[config.mk]
export PLATFORM = sky130hd
export DESIGN_NAME = instr_encoder
export DESIGN_NICKNAME = d
export VERILOG_FILES = /design/src/rtl/instr_encoder.sv
export SDC_FILE = /design/constraint.sdc
export NUM_CORES = 1
export LEC_CHECK = 0
export ABC_AREA = 0
export BUFFER_PORTS_ARGS = -buffer_cell sky130_fd_sc_hd__buf_4
export CORE_MARGIN = 2
export CORE_UTILIZATION = 50
export CTS_CLUSTER_SIZE = 12
export DETAILED_ROUTE_END_ITERATION = 8
export PLACE_DENSITY = 0.89
export RECOVER_POWER = 50
export SLEW_MARGIN = 20
export SYNTH_ARGS = -nofsm -noshare
export SYNTH_HDL_FRONTEND = slang
export SYNTH_SLANG_ARGS = --single-unit
[constraint.sdc]
create_clock -name clk -period 3 [get_ports clk]
set_input_delay 0.15 -clock clk [delete_from_list [all_inputs] [get_ports clk]]
set_output_delay 0.15 -clock clk [all_outputs]
set_load 0.02 [all_outputs]
[src/rtl/instr_encoder.sv]
// RV32I field packer: one registered stage, valid/ready on both sides; flush clears the output stage.
// Latency 1 cycle, full throughput; output holds while stalled. IMM_RANGE_CHECK_EN adds immediate range errors.
module instr_encoder #(
   parameter int          CNT_W     = 16,
   parameter logic [31:0] NOP_INSTR = 32'h00000013
) (
   input  logic             clk,
   input  logic             rst_n,
   input  logic             flush,
   input  logic             in_valid,
   output logic             in_ready,
   input  logic [6:0]       in_opCode,
   input  logic [4:0]       in_rd,
   input  logic [4:0]       in_rs1,
   input  logic [4:0]       in_rs2,
   input  logic [2:0]       in_fun3,
   input  logic [6:0]       in_fun7,
   input  logic [31:0]      in_imm,
   output logic             out_valid,
   input  logic             out_ready,
   output logic [31:0]      out_instr,
   output logic             out_err,
   output logic [CNT_W-1:0] enc_count,
   output logic [CNT_W-1:0] err_count
);

   localparam logic [6:0] OPC_OP     = 7'b0110011;
   localparam logic [6:0] OPC_OP_IMM = 7'b0010011;
   localparam logic [6:0] OPC_LOAD   = 7'b0000011;
   localparam logic [6:0] OPC_JALR   = 7'b1100111;
   localparam logic [6:0] OPC_MEM    = 7'b0001111;
   localparam logic [6:0] OPC_SYS    = 7'b1110011;
   localparam logic [6:0] OPC_STORE  = 7'b0100011;
   localparam logic [6:0] OPC_BRANCH = 7'b1100011;
   localparam logic [6:0] OPC_LUI    = 7'b0110111;
   localparam logic [6:0] OPC_AUIPC  = 7'b0010111;
   localparam logic [6:0] OPC_JAL    = 7'b1101111;

   logic [31:0] enc_word;
   logic        enc_illegal;
   logic        range_err;
   logic        is_shift;
   logic        take_in;
   logic        take_out;

   assign is_shift = (in_fun3 == 3'b001) || (in_fun3 == 3'b101);

   always_comb begin
      enc_word    = NOP_INSTR;
      enc_illegal = 1'b0;
      case (in_opCode)
         OPC_OP:
            enc_word = {in_fun7, in_rs2, in_rs1, in_fun3, in_rd, in_opCode};
         OPC_OP_IMM:
            if (is_shift)
               enc_word = {in_fun7, in_imm[4:0], in_rs1, in_fun3, in_rd, in_opCode};
            else
               enc_word = {in_imm[11:0], in_rs1, in_fun3, in_rd, in_opCode};
         OPC_LOAD, OPC_JALR, OPC_MEM, OPC_SYS:
            enc_word = {in_imm[11:0], in_rs1, in_fun3, in_rd, in_opCode};
         OPC_STORE:
            enc_word = {in_imm[11:5], in_rs2, in_rs1, in_fun3, in_imm[4:0], in_opCode};
         OPC_BRANCH:
            enc_word = {in_imm[12], in_imm[10:5], in_rs2, in_rs1, in_fun3,
                        in_imm[4:1], in_imm[11], in_opCode};
         OPC_LUI, OPC_AUIPC:
            enc_word = {in_imm[31:12], in_rd, in_opCode};
         OPC_JAL:
            enc_word = {in_imm[20], in_imm[10:1], in_imm[11], in_imm[19:12], in_rd, in_opCode};
         default: begin
            enc_word    = NOP_INSTR;
            enc_illegal = 1'b1;
         end
      endcase
   end

`ifdef IMM_RANGE_CHECK_EN
   // Word is still encoded with truncation; this only flags immediates that lost bits.
   always_comb begin
      range_err = 1'b0;
      case (in_opCode)
         OPC_OP_IMM:
            if (is_shift)
               range_err = |in_imm[31:5];
            else
               range_err = in_imm != {{20{in_imm[11]}}, in_imm[11:0]};
         OPC_LOAD, OPC_JALR, OPC_MEM, OPC_SYS, OPC_STORE:
            range_err = in_imm != {{20{in_imm[11]}}, in_imm[11:0]};
         OPC_BRANCH:
            range_err = (in_imm != {{19{in_imm[12]}}, in_imm[12:0]}) || in_imm[0];
         OPC_JAL:
            range_err = (in_imm != {{11{in_imm[20]}}, in_imm[20:0]}) || in_imm[0];
         OPC_LUI, OPC_AUIPC:
            range_err = |in_imm[11:0];
         default:
            range_err = 1'b0;
      endcase
   end
`else
   assign range_err = 1'b0;
`endif

   assign in_ready = !out_valid || out_ready;
   // flush suppresses both handshakes in its cycle
   assign take_in  = in_valid && in_ready && !flush;
   assign take_out = out_valid && out_ready && !flush;

   always_ff @(posedge clk or negedge rst_n) begin
      if (!rst_n) begin
         out_valid <= 1'b0;
         out_instr <= 32'd0;
         out_err   <= 1'b0;
      end else if (flush) begin
         out_valid <= 1'b0;
      end else if (take_in) begin
         out_valid <= 1'b1;
         out_instr <= enc_word;
         out_err   <= enc_illegal || range_err;
      end else if (take_out) begin
         out_valid <= 1'b0;
      end
   end

   always_ff @(posedge clk or negedge rst_n) begin
      if (!rst_n) begin
         enc_count <= '0;
         err_count <= '0;
      end else if (take_out) begin
         if (enc_count != {CNT_W{1'b1}})
            enc_count <= enc_count + CNT_W'(1);
         if (out_err && (err_count != {CNT_W{1'b1}}))
            err_count <= err_count + CNT_W'(1);
      end
   end

endmodule

==> impl_metrics.py, run 1 <==
metrics = {
    "routing": {
        "firstDrtPassIters": 5,
        "ant_nets": 0,
        "post-route-drc-count": 0,
        "drt_wl_total_mm": 9.632,
        "drtIter0Drc": 210,
        "via_per_inst": 5.709,
        "post_drt_wl_per_cell_microns": 16.30,
        "vias": 3374,
    },
    "setup_path": {
        "cp_data_required_time_ns": 3.25,
        "crit_type": "input pin to flip-flop",
        "critPathLaunchType": "input pin",
        "crit_slowest_cell": "nor4_1",
        "cp_max_fo": 5,
        "r2r-start": "out_valid",
        "cpPeakStageDelay_ns": 0.65,
        "path_cells": "dlygate4sd3_1 > buf_4 > nand2b_1 > nor2_4 > nand2_1 > nor4_1 > a221o_1",
        "r2r_setup_slack_ns": 1.01,
        "crit_start": "flush",
        "cp_data_arrival_time_ns": 2.35,
        "end_kind": "flip-flop",
    },
    "yosys": {
        "syn_area_per_cell_sq_um": 9.852,
        "yosys.area.top_type": "dfrtp_1",
        "netlist_top_cells_area": "dfrtp_1 47%, xnor2_1 3.5%, nor2_1 3.3%, nand2_1 3.2%, a21oi_1 3.0%",
        "synthArstFlopShare_pct": 100.0,
        "synth_edf_count": 0,
        "synth_nets": 429,
        "ys.flop_type": "dfrtp_1",
        "synth_area_sq_mm": 0.003527,
        "synth-seq-cells": 66,
        "ys_seq_area_share_pct": 46.83,
        "synth_cell_types": 61,
        "syn_inst": 358,
        "synth_warnings": 0,
        "synth_top_area_share_pct": 46.83,
    },
    "global_route": {
        "grt_pass1_vias": 3205,
        "grt_first_pass_wirelength_mm": 15.48,
        "grt_start_max_net_pins": 67,
        "antenna_found_initial": 0,
        "globalRouteOverflowTotal": 0,
        "grt_util_all_layers_pct": 25.45,
    },
    "cts": {
        "cts_tree": "yes",
        "clock_path_buffers": 2,
        "htreeDepth": 3,
        "cts_buffers": 9,
        "post-cts-setup-buffers": 0,
        "clockRootBuffer": "clkbuf_8",
        "clk_latency_ns": 0.33,
        "clkSinkCount": 66,
        "clk_pin_slew_ns": 0.08,
    },
    "die": {
        "num_io_pins": 136,
        "die_x_microns": 87.99,
        "core_sq_mm": 0.006794,
        "die-area_sq_mm": 0.007742,
        "initial_core_util_pct": 51.92,
        "num_rows": 30,
        "dieHeight_microns": 87.99,
    },
    "sta": {
        "rsz0062_at_grt": "no",
        "finalClockSkew_ns": 0.009648,
        "finalHoldViolCount": 0,
        "worst-slew-pin-transition_ns": 1.610,
        "fin_crit_sh_pct": 70.12,
        "fmax_mhz": 475.4,
        "tns_ns": 0,
        "finalCriticalPeriod_ns": 2.104,
        "report.final.slew_viol_count": 67,
        "setup_viol": 0,
        "slew_headroom_pct": -7.307,
        "fin_ws_ns": 0.8963,
    },
    "placed_design": {
        "dpl_cell_area_sq_mm": 0.004584,
        "gp_congestion": 0.9190,
        "port_buffers": 135,
        "place_ws_ns": 1.068,
        "hpwl_mm": 7.060,
    },
    "status": {
        "status": "finished, violations left",
        "violations": "max-capacitance violations, max-slew violations",
    },
    "power": {
        "power.leakage_nw": 1.924,
        "finalPower_mw": 2.269,
        "vdd_drop_max_mv": 0.3234,
        "p_per_area_mw_per_mm2": 497.7,
    },
    "hold_path": {
        "hp-class": "input pin to flip-flop",
        "worstHoldStart": "in_rd[2]",
    },
    "final_layout": {
        "area_growth_pct": 29.27,
        "nets": 561,
        "drive_gt1_share_pct": 21.62,
        "nFillCells": 579,
        "diodes": 0,
        "final_common_cell": "buf_4",
        "final_cell_mix": "69 x buf_4, 67 x clkbuf_1, 66 x dfrtp_1",
        "design_area_sq_mm": 0.004559,
    },
    "job": {
        "maxCapViolCount": 1,
    },
}
==> synth_stat cells, types with 7 or more instances <==
| master | instances |
|---|---|
| a21oi_1 | 21 |
| o21ai_0 | 11 |
| inv_1 | 8 |
| nor4_1 | 7 |
| a22oi_1 | 14 |
| a221o_1 | 9 |
| nor2_1 | 31 |
| nand2_1 | 30 |
| dfrtp_1 | 66 |
| nand3_1 | 16 |
| nand2b_1 | 7 |
| o21ai_1 | 8 |
| a222oi_1 | 7 |
| nand4_1 | 10 |
| xor2_1 | 10 |
| xnor2_1 | 14 |
==> final cells by class <==
class,count,area (sq um),area share (%)
clock inverters,4,50.05,1.098
clock buffers,12,155.1,3.403
repair buffers,138,790.8,17.34
multi-input cells,267,1762,38.64
inverters,8,30.03,0.6586
flip-flops and latches,66,1652,36.22
well taps,96,120.1,2.634
==> timing repair <==
item                      4_1_cts  5_1_grt
resized for setup               0        0
hold endpoints to repair       67        0
hold buffers                    2        0
==> state kept, by name, summed over array words and instances (netlist names) <==
name,flops
enc_count,16
err_count,16
out_err,1
out_instr,32
out_valid,1
==> metal layers <==
layer	vias up	wire length (microns)	global-route usage (%)
met5	-	0	0
met4	0	34	6.853
met3	2	598	5.561
met2	145	4877	42.36
met1	1623	4122	33.71
li1	1604	-	-
==> power breakdown <==
group / internal, mW / switching (mW) / total, mW / leakage, nW
combinational: 0.169 / 0.271 / 0.440 / 0.953
clock: 0.429 / 0.342 / 0.770 / 0.0986
sequential: 0.960 / 0.0995 / 1.06 / 0.873
total: 1.56 / 0.712 / 2.27 / 1.92
==> cell families after synthesis <==
family,after synthesis,share of synthesized area [%]
XOR/XNOR,24,5.960
flip-flops,66,46.83
adder cells (fa/ha/maj),2,0.7094
AND/OR/NAND/NOR,133,19.48
buffers and inverters,25,3.405
AO/OA/AOI/OAI,101,21.43
multiplexers,7,2.199
==> worst paths after layout <==
kind / to / cells after the start
setup / recovery: out_instr[10] / 7
hold / removal: out_instr[9] / 2
setup reg to reg: out_instr[10] / 5
hold reg to reg: out_instr[1] / 1
max in group asynchronous: out_instr[27] / 2
min in group asynchronous: enc_count[12] / 2
==> metrics by stage <==
| step | std cells | utilization (%) | hold WS [ns] |
|---|---|---|---|
| after global placement | 573 | 67.48 | 0.2942 |
| after global routing | 591 | 67.11 | 0.04190 |
| after CTS | 591 | 70.79 | 0.03278 |
| after detailed placement | 573 | 67.48 | 0.3045 |
| after floorplan | 358 | - | -0.1456 |
| final | 591 | 67.11 | 0.04832 |
==> worst max-delay path: cells and delay by family <==
| family | cells | cell delay [ns] |
|---|---|---|
| and+or+nand+nor | 4 | 1.19 |
| buffers and inverters | 2 | 0.72 |
| AOI/OAI and AO/OA | 1 | 0.28 |
(Power assumes the default switching activity.)
==> run 2: changes to the inputs <==
CORE_UTILIZATION = 44   (was 50)
PLACE_DENSITY = 0.83   (was 0.89)
clock period = 1.8 ns   (was 3 ns; I/O delays follow)
==> run 2 against run 1 <==
The flow now finishes without violations. Cell count is 6.6% higher. Register-to-register slack worse by 0.95 ns. Clock power is 90% higher. Flip-flop and latch count stayed put. Hold slack worse by 0.036 ns. Sequential share of layout area is 3.4 points lower. Highest routed layer unchanged.
==> impl_metrics.py, run 2 (synthesis results as in run 1) <==
metrics = {
    "setup_path": {
        "path_buf_inv": 0,
        "r2r-start": "err_count[0]",
        "crit_type": "flip-flop to flip-flop",
        "r2r_setup_slack_ns": 0.06,
        "critPathLaunchType": "flip-flop",
        "end_kind": "flip-flop",
        "reg2reg_depth": 5,
        "crit_slowest_cell": "dfrtp_1",
        "r2r_end": "err_count[1]",
        "cp_data_arrival_time_ns": 1.96,
        "cp_max_fo": 5,
        "path_cells": "ha_1 > nand3_1 > nor2_1 > a21oi_1 > mux2_2",
        "cp_data_required_time_ns": 2.02,
        "cpPeakStageDelay_ns": 0.44,
        "cp_top_family": "flip-flops",
    },
    "die": {
        "num_rows": 32,
        "num_io_pins": 136,
        "initial_core_util_pct": 45.64,
        "die-area_sq_mm": 0.008749,
        "die_x_microns": 93.54,
        "dieHeight_microns": 93.54,
        "core_sq_mm": 0.007727,
    },
    "power": {
        "power.leakage_nw": 2.230,
        "finalPower_mw": 4.154,
        "vdd_drop_max_mv": 0.5649,
        "clockPowerShare_pct": 35.2,
        "comb_power_share_pct": 22.4,
        "p_per_area_mw_per_mm2": 825.6,
        "p_int_mw": 2.929,
        "switching_share_pct": 29.49,
        "p_seq_share_pct": 42.3,
        "p_sw_mw": 1.225,
    },
    "routing": {
        "wl_met1_mm": 4.249,
        "drtIter0Drc": 203,
        "firstDrtPassIters": 6,
        "drt_wl_total_mm": 10.77,
        "post-route-drc-count": 0,
        "post_drt_wl_per_cell_microns": 17.10,
        "route.met3.wl_microns": 907,
        "vias": 3632,
        "wl_met2_mm": 5.421,
        "top_layer": "met4",
        "ant_nets": 0,
        "via_per_inst": 5.765,
    },
    "placed_design": {
        "place_ws_ns": 0.02149,
        "hpwl_mm": 7.672,
        "port_buffers": 135,
        "gp_congestion": 0.8968,
    },
    "cts": {
        "htreeDepth": 3,
        "clk_latency_ns": 0.34,
        "clock_path_buffers": 2,
        "cts_buffers": 9,
        "clockRootBuffer": "clkbuf_8",
        "clk_pin_slew_ns": 0.07,
        "cts_tree": "yes",
        "clkSinkCount": 66,
    },
    "global_route": {
        "antenna_found_initial": 0,
        "grt_start_max_net_pins": 42,
        "globalRouteOverflowTotal": 0,
        "grt_pass1_vias": 3506,
        "grt_util_all_layers_pct": 24.91,
        "grt_first_pass_wirelength_mm": 17.13,
    },
    "final_layout": {
        "diodes": 0,
        "reg.largest.list": "out_instr x32, enc_count x16, err_count x16",
        "final_cell_mix": "123 x buf_4, 65 x dfrtp_1, 33 x clkbuf_1",
        "drive_gt1_share_pct": 32.39,
        "nets": 594,
        "largest_reg_flops": 32,
        "area_growth_pct": 42.64,
        "final_common_cell": "buf_4",
        "regMostFlops": "out_instr",
    },
    "job": {
        "maxCapViolCount": 0,
    },
    "sta": {
        "fin_ws_ns": 0.06048,
        "setup_viol": 0,
        "slew_headroom_pct": 55.61,
        "finalCriticalPeriod_ns": 1.740,
        "finalClockSkew_ns": 0.009600,
        "report.final.slew_viol_count": 0,
        "tns_ns": 0,
        "fin_crit_sh_pct": 96.64,
        "finalHoldViolCount": 0,
        "worst-slew-pin-transition_ns": 0.6659,
        "fmax_mhz": 574.9,
    },
    "hold_path": {
        "worstHoldStart": "in_imm[6]",
        "hp-class": "input pin to flip-flop",
        "min_to": "out_instr[26]",
        "holdPathStages": 3,
    },
    "status": {
        "status": "completed",
    },
}
==> run 2: stage by stage <==
stage / instance area [sq um] / instances / hold WS (ns) / utilization (%)
final: 5031 / 630 / 0.01236 / 65.11
after floorplan: 3533 / 358 / -0.2056 / -
after detailed placement: 4761 / 599 / 0.03202 / 61.61
after global routing: 5031 / 630 / 0.01893 / 65.11
after CTS: 5129 / 628 / 0.003132 / 66.37
after global placement: 4761 / 599 / 0.02467 / 61.61
==> run 2: what timing repair did <==
item	in CTS	in global routing
setup buffers	0	2
hold endpoints to repair	36	0
hold buffers	13	0
endpoints found under the setup margin	0	23
gates resized for setup	0	8
==> run 2: worst max path at each step <==
stage | endpoint | slack [ns] | cells past startpoint | startpoint
after detailed placement | out_instr[10] | 0.02 | 4 | out_valid
after floorplan | out_instr[3] | 0.02 | 5 | out_valid
final | err_count[1] | 0.06 | 5 | err_count[0]
after CTS | out_instr[8] | 0.006 | 4 | out_valid
after global routing | out_instr[13] | -0.03 | 5 | out_valid
after global placement | out_instr[9] | 0.09 | 4 | out_valid
==> run 2: worst min-delay path, stage by stage <==
cell	delay, ns
buf_4	0.11
o21ai_0	0.06
a21oi_1	0.06
==> run 2: area by class of cell <==
type | instances | area [sq um]
clock buffer | 12 | 165.2
tap | 102 | 127.6
clock inverter | 4 | 72.57
inverter | 8 | 30.03
sequential | 66 | 1653
fill | 619 | 2696
timing repair buffer | 171 | 1190
multi-input combinational | 267 | 1793
==> run 2: power by group through the flow <==
stage	combinational, mW	clock, mW	sequential, mW
6_report	0.932	1.46	1.76
4_1_cts	0.940	1.49	1.75
3_3_place_gp	0.876	0	1.76
5_1_grt	1.00	1.54	1.77
3_5_place_dp	0.897	0	1.77
2_1_floorplan	0.282	0	1.90
==> run 2: routing by layer <==
layer  track usage [%]  up-vias
met4             8.937        0
met5                 0        -
met1             31.29     1754
li1                  -     1659
met2             43.17      195
met3             4.271       24
==> run 3: changes to the inputs <==
BUFFER_PORTS_ARGS = -buffer_cell sky130_fd_sc_hd__buf_2   (was -buffer_cell sky130_fd_sc_hd__buf_4)
MAX_ROUTING_LAYER = met4   (was default)
==> run 3 against run 2 <==
Die area unchanged. Global-route usage down 0.76 points. Clock skew down 0.0047 ns. Critical endpoint unchanged. Largest cell class unchanged.
==> impl_metrics.py, run 3 (synthesis results as in run 1) <==
metrics = {
    "status": {
        "status": "completed",
    },
    "setup_path": {
        "cp_data_required_time_ns": 2.02,
        "critPathLaunchType": "flip-flop",
        "cpPeakStageDelay_ns": 0.44,
        "cp_top_family": "flip-flops",
        "cp_data_arrival_time_ns": 1.95,
        "end_kind": "flip-flop",
        "path_cells": "ha_1 > nand3_1 > nor2_1 > a21oi_1 > mux2_2",
        "crit_type": "flip-flop to flip-flop",
        "path_buf_inv": 0,
        "cp_max_fo": 5,
        "crit_slowest_cell": "dfrtp_1",
    },
    "cts": {
        "clk_pin_slew_ns": 0.07,
        "cts_buffers": 9,
        "clk_latency_ns": 0.33,
        "clkSinkCount": 66,
        "cts_tree": "yes",
        "htreeDepth": 3,
        "clock_path_buffers": 2,
        "clockRootBuffer": "clkbuf_8",
    },
    "final_layout": {
        "largest_reg_flops": 32,
        "final_util_pct": 61.32,
        "nets": 595,
        "final_common_cell": "buf_2",
        "drive_gt1_share_pct": 32.51,
        "area_growth_pct": 34.34,
        "regMostFlops": "out_instr",
        "reg.largest.list": "out_instr x32, enc_count x16, err_count x16",
        "nFillCells": 694,
        "diodes": 0,
        "final_cell_mix": "102 x buf_2, 66 x dfrtp_1, 34 x clkbuf_1",
    },
    "routing": {
        "post-route-drc-count": 0,
        "ant_nets": 0,
        "via_per_inst": 5.672,
        "drtIter0Drc": 243,
        "firstDrtPassIters": 7,
        "drt_wl_total_mm": 10.32,
        "vias": 3579,
        "post_drt_wl_per_cell_microns": 16.36,
    },
    "placed_design": {
        "port_buffers": 135,
        "hpwl_mm": 7.512,
        "gp_congestion": 0.9617,
    },
    "die": {
        "num_rows": 32,
        "dieHeight_microns": 93.54,
        "core_sq_mm": 0.007727,
        "die_x_microns": 93.54,
        "num_io_pins": 136,
        "initial_core_util_pct": 45.64,
        "die-area_sq_mm": 0.008749,
    },
    "global_route": {
        "grt_start_max_net_pins": 46,
        "grt_util_all_layers_pct": 24.15,
        "grt_first_pass_wirelength_mm": 16.44,
        "grt_pass1_vias": 3537,
        "antenna_found_initial": 0,
        "globalRouteOverflowTotal": 0,
    },
    "hold_path": {
        "hp-class": "input pin to flip-flop",
    },
    "sta": {
        "holdWs_ns": 0.01885,
        "fmax_mhz": 577.1,
        "slew_headroom_pct": 20.46,
        "finalClockSkew_ns": 0.004872,
        "finalHoldViolCount": 0,
        "finalCriticalPeriod_ns": 1.733,
        "worst-slew-pin-transition_ns": 1.193,
        "setup_viol": 0,
        "fin_crit_sh_pct": 96.26,
        "rsz0062_at_grt": "no",
        "report.final.slew_viol_count": 0,
    },
    "power": {
        "p_per_area_mw_per_mm2": 821.6,
        "vdd_drop_max_mv": 0.3769,
        "power.leakage_nw": 2.163,
        "finalPower_mw": 3.893,
    },
    "job": {
        "maxCapViolCount": 0,
    },
}
[run 3: cell type report]
class,instances,area [sq um],area share [%]
clock inverter,5,53.80,1.135
clock buffer,11,141.4,2.984
sequential,66,1652,34.86
inverter,8,30.03,0.6337
multi-input combinational,267,1783,37.63
tap,102,127.6,2.693
timing repair buffer,172,950.9,20.07
[run 3: path summary, 6_finish.rpt]
path	start	to	slack, ns	depth (start not counted)
worst max-delay path	err_count[0]	err_count[1]	0.07	5
worst min register to register	out_instr[12]	out_instr[12]	0.49	2
max in group asynchronous	rst_n	out_instr[26]	0.30	3
worst min-delay path	in_imm[5]	out_instr[25]	0.02	3
min in group asynchronous	rst_n	enc_count[12]	0.52	2
worst max register to register	err_count[0]	err_count[1]	0.07	5
[run 3: per-layer routing]
layer	vias up	GRT usage [%]	part of all wire, %
met5	-	-	0
met3	15	5.238	7.7
met1	1736	30.67	41
li1	1664	-	-
met4	0	5.676	1.0
met2	164	39.87	50
[run 3: worst min-delay path: cells and delay by family]
family                 cells  cell delay [ns]
AO/OA/AOI/OAI              2             0.13
buffers and inverters      1             0.09
[run 3: report_power, final]
| group | total [mW] | internal (mW) | switching [mW] |
|---|---|---|---|
| clock | 1.25 | 0.674 | 0.576 |
| sequential | 1.74 | 1.60 | 0.145 |
| combinational | 0.899 | 0.386 | 0.514 |
| total | 3.89 | 2.66 | 1.23 |
[run 3: through the flow]
stage                     setup WS [ns]  instances  area [sq um]  setup TNS (ns)
final                           0.06727        631          4738               0
after global routing           0.004950        631          4738               0
after CTS                       0.02634        624          4723               0
after detailed placement       -0.01956        599          4436        -0.01956
after global placement          0.06485        599          4436               0
after floorplan                 0.02425        358          3533               0
[run 3: timing repair]
item	4_1_cts	5_1_grt
hold endpoints to repair	27	0
endpoints found under the setup margin	2	25
buffers inserted	0	7
pin swaps	0	3
resized for setup	1	4
hold buffers	9	0
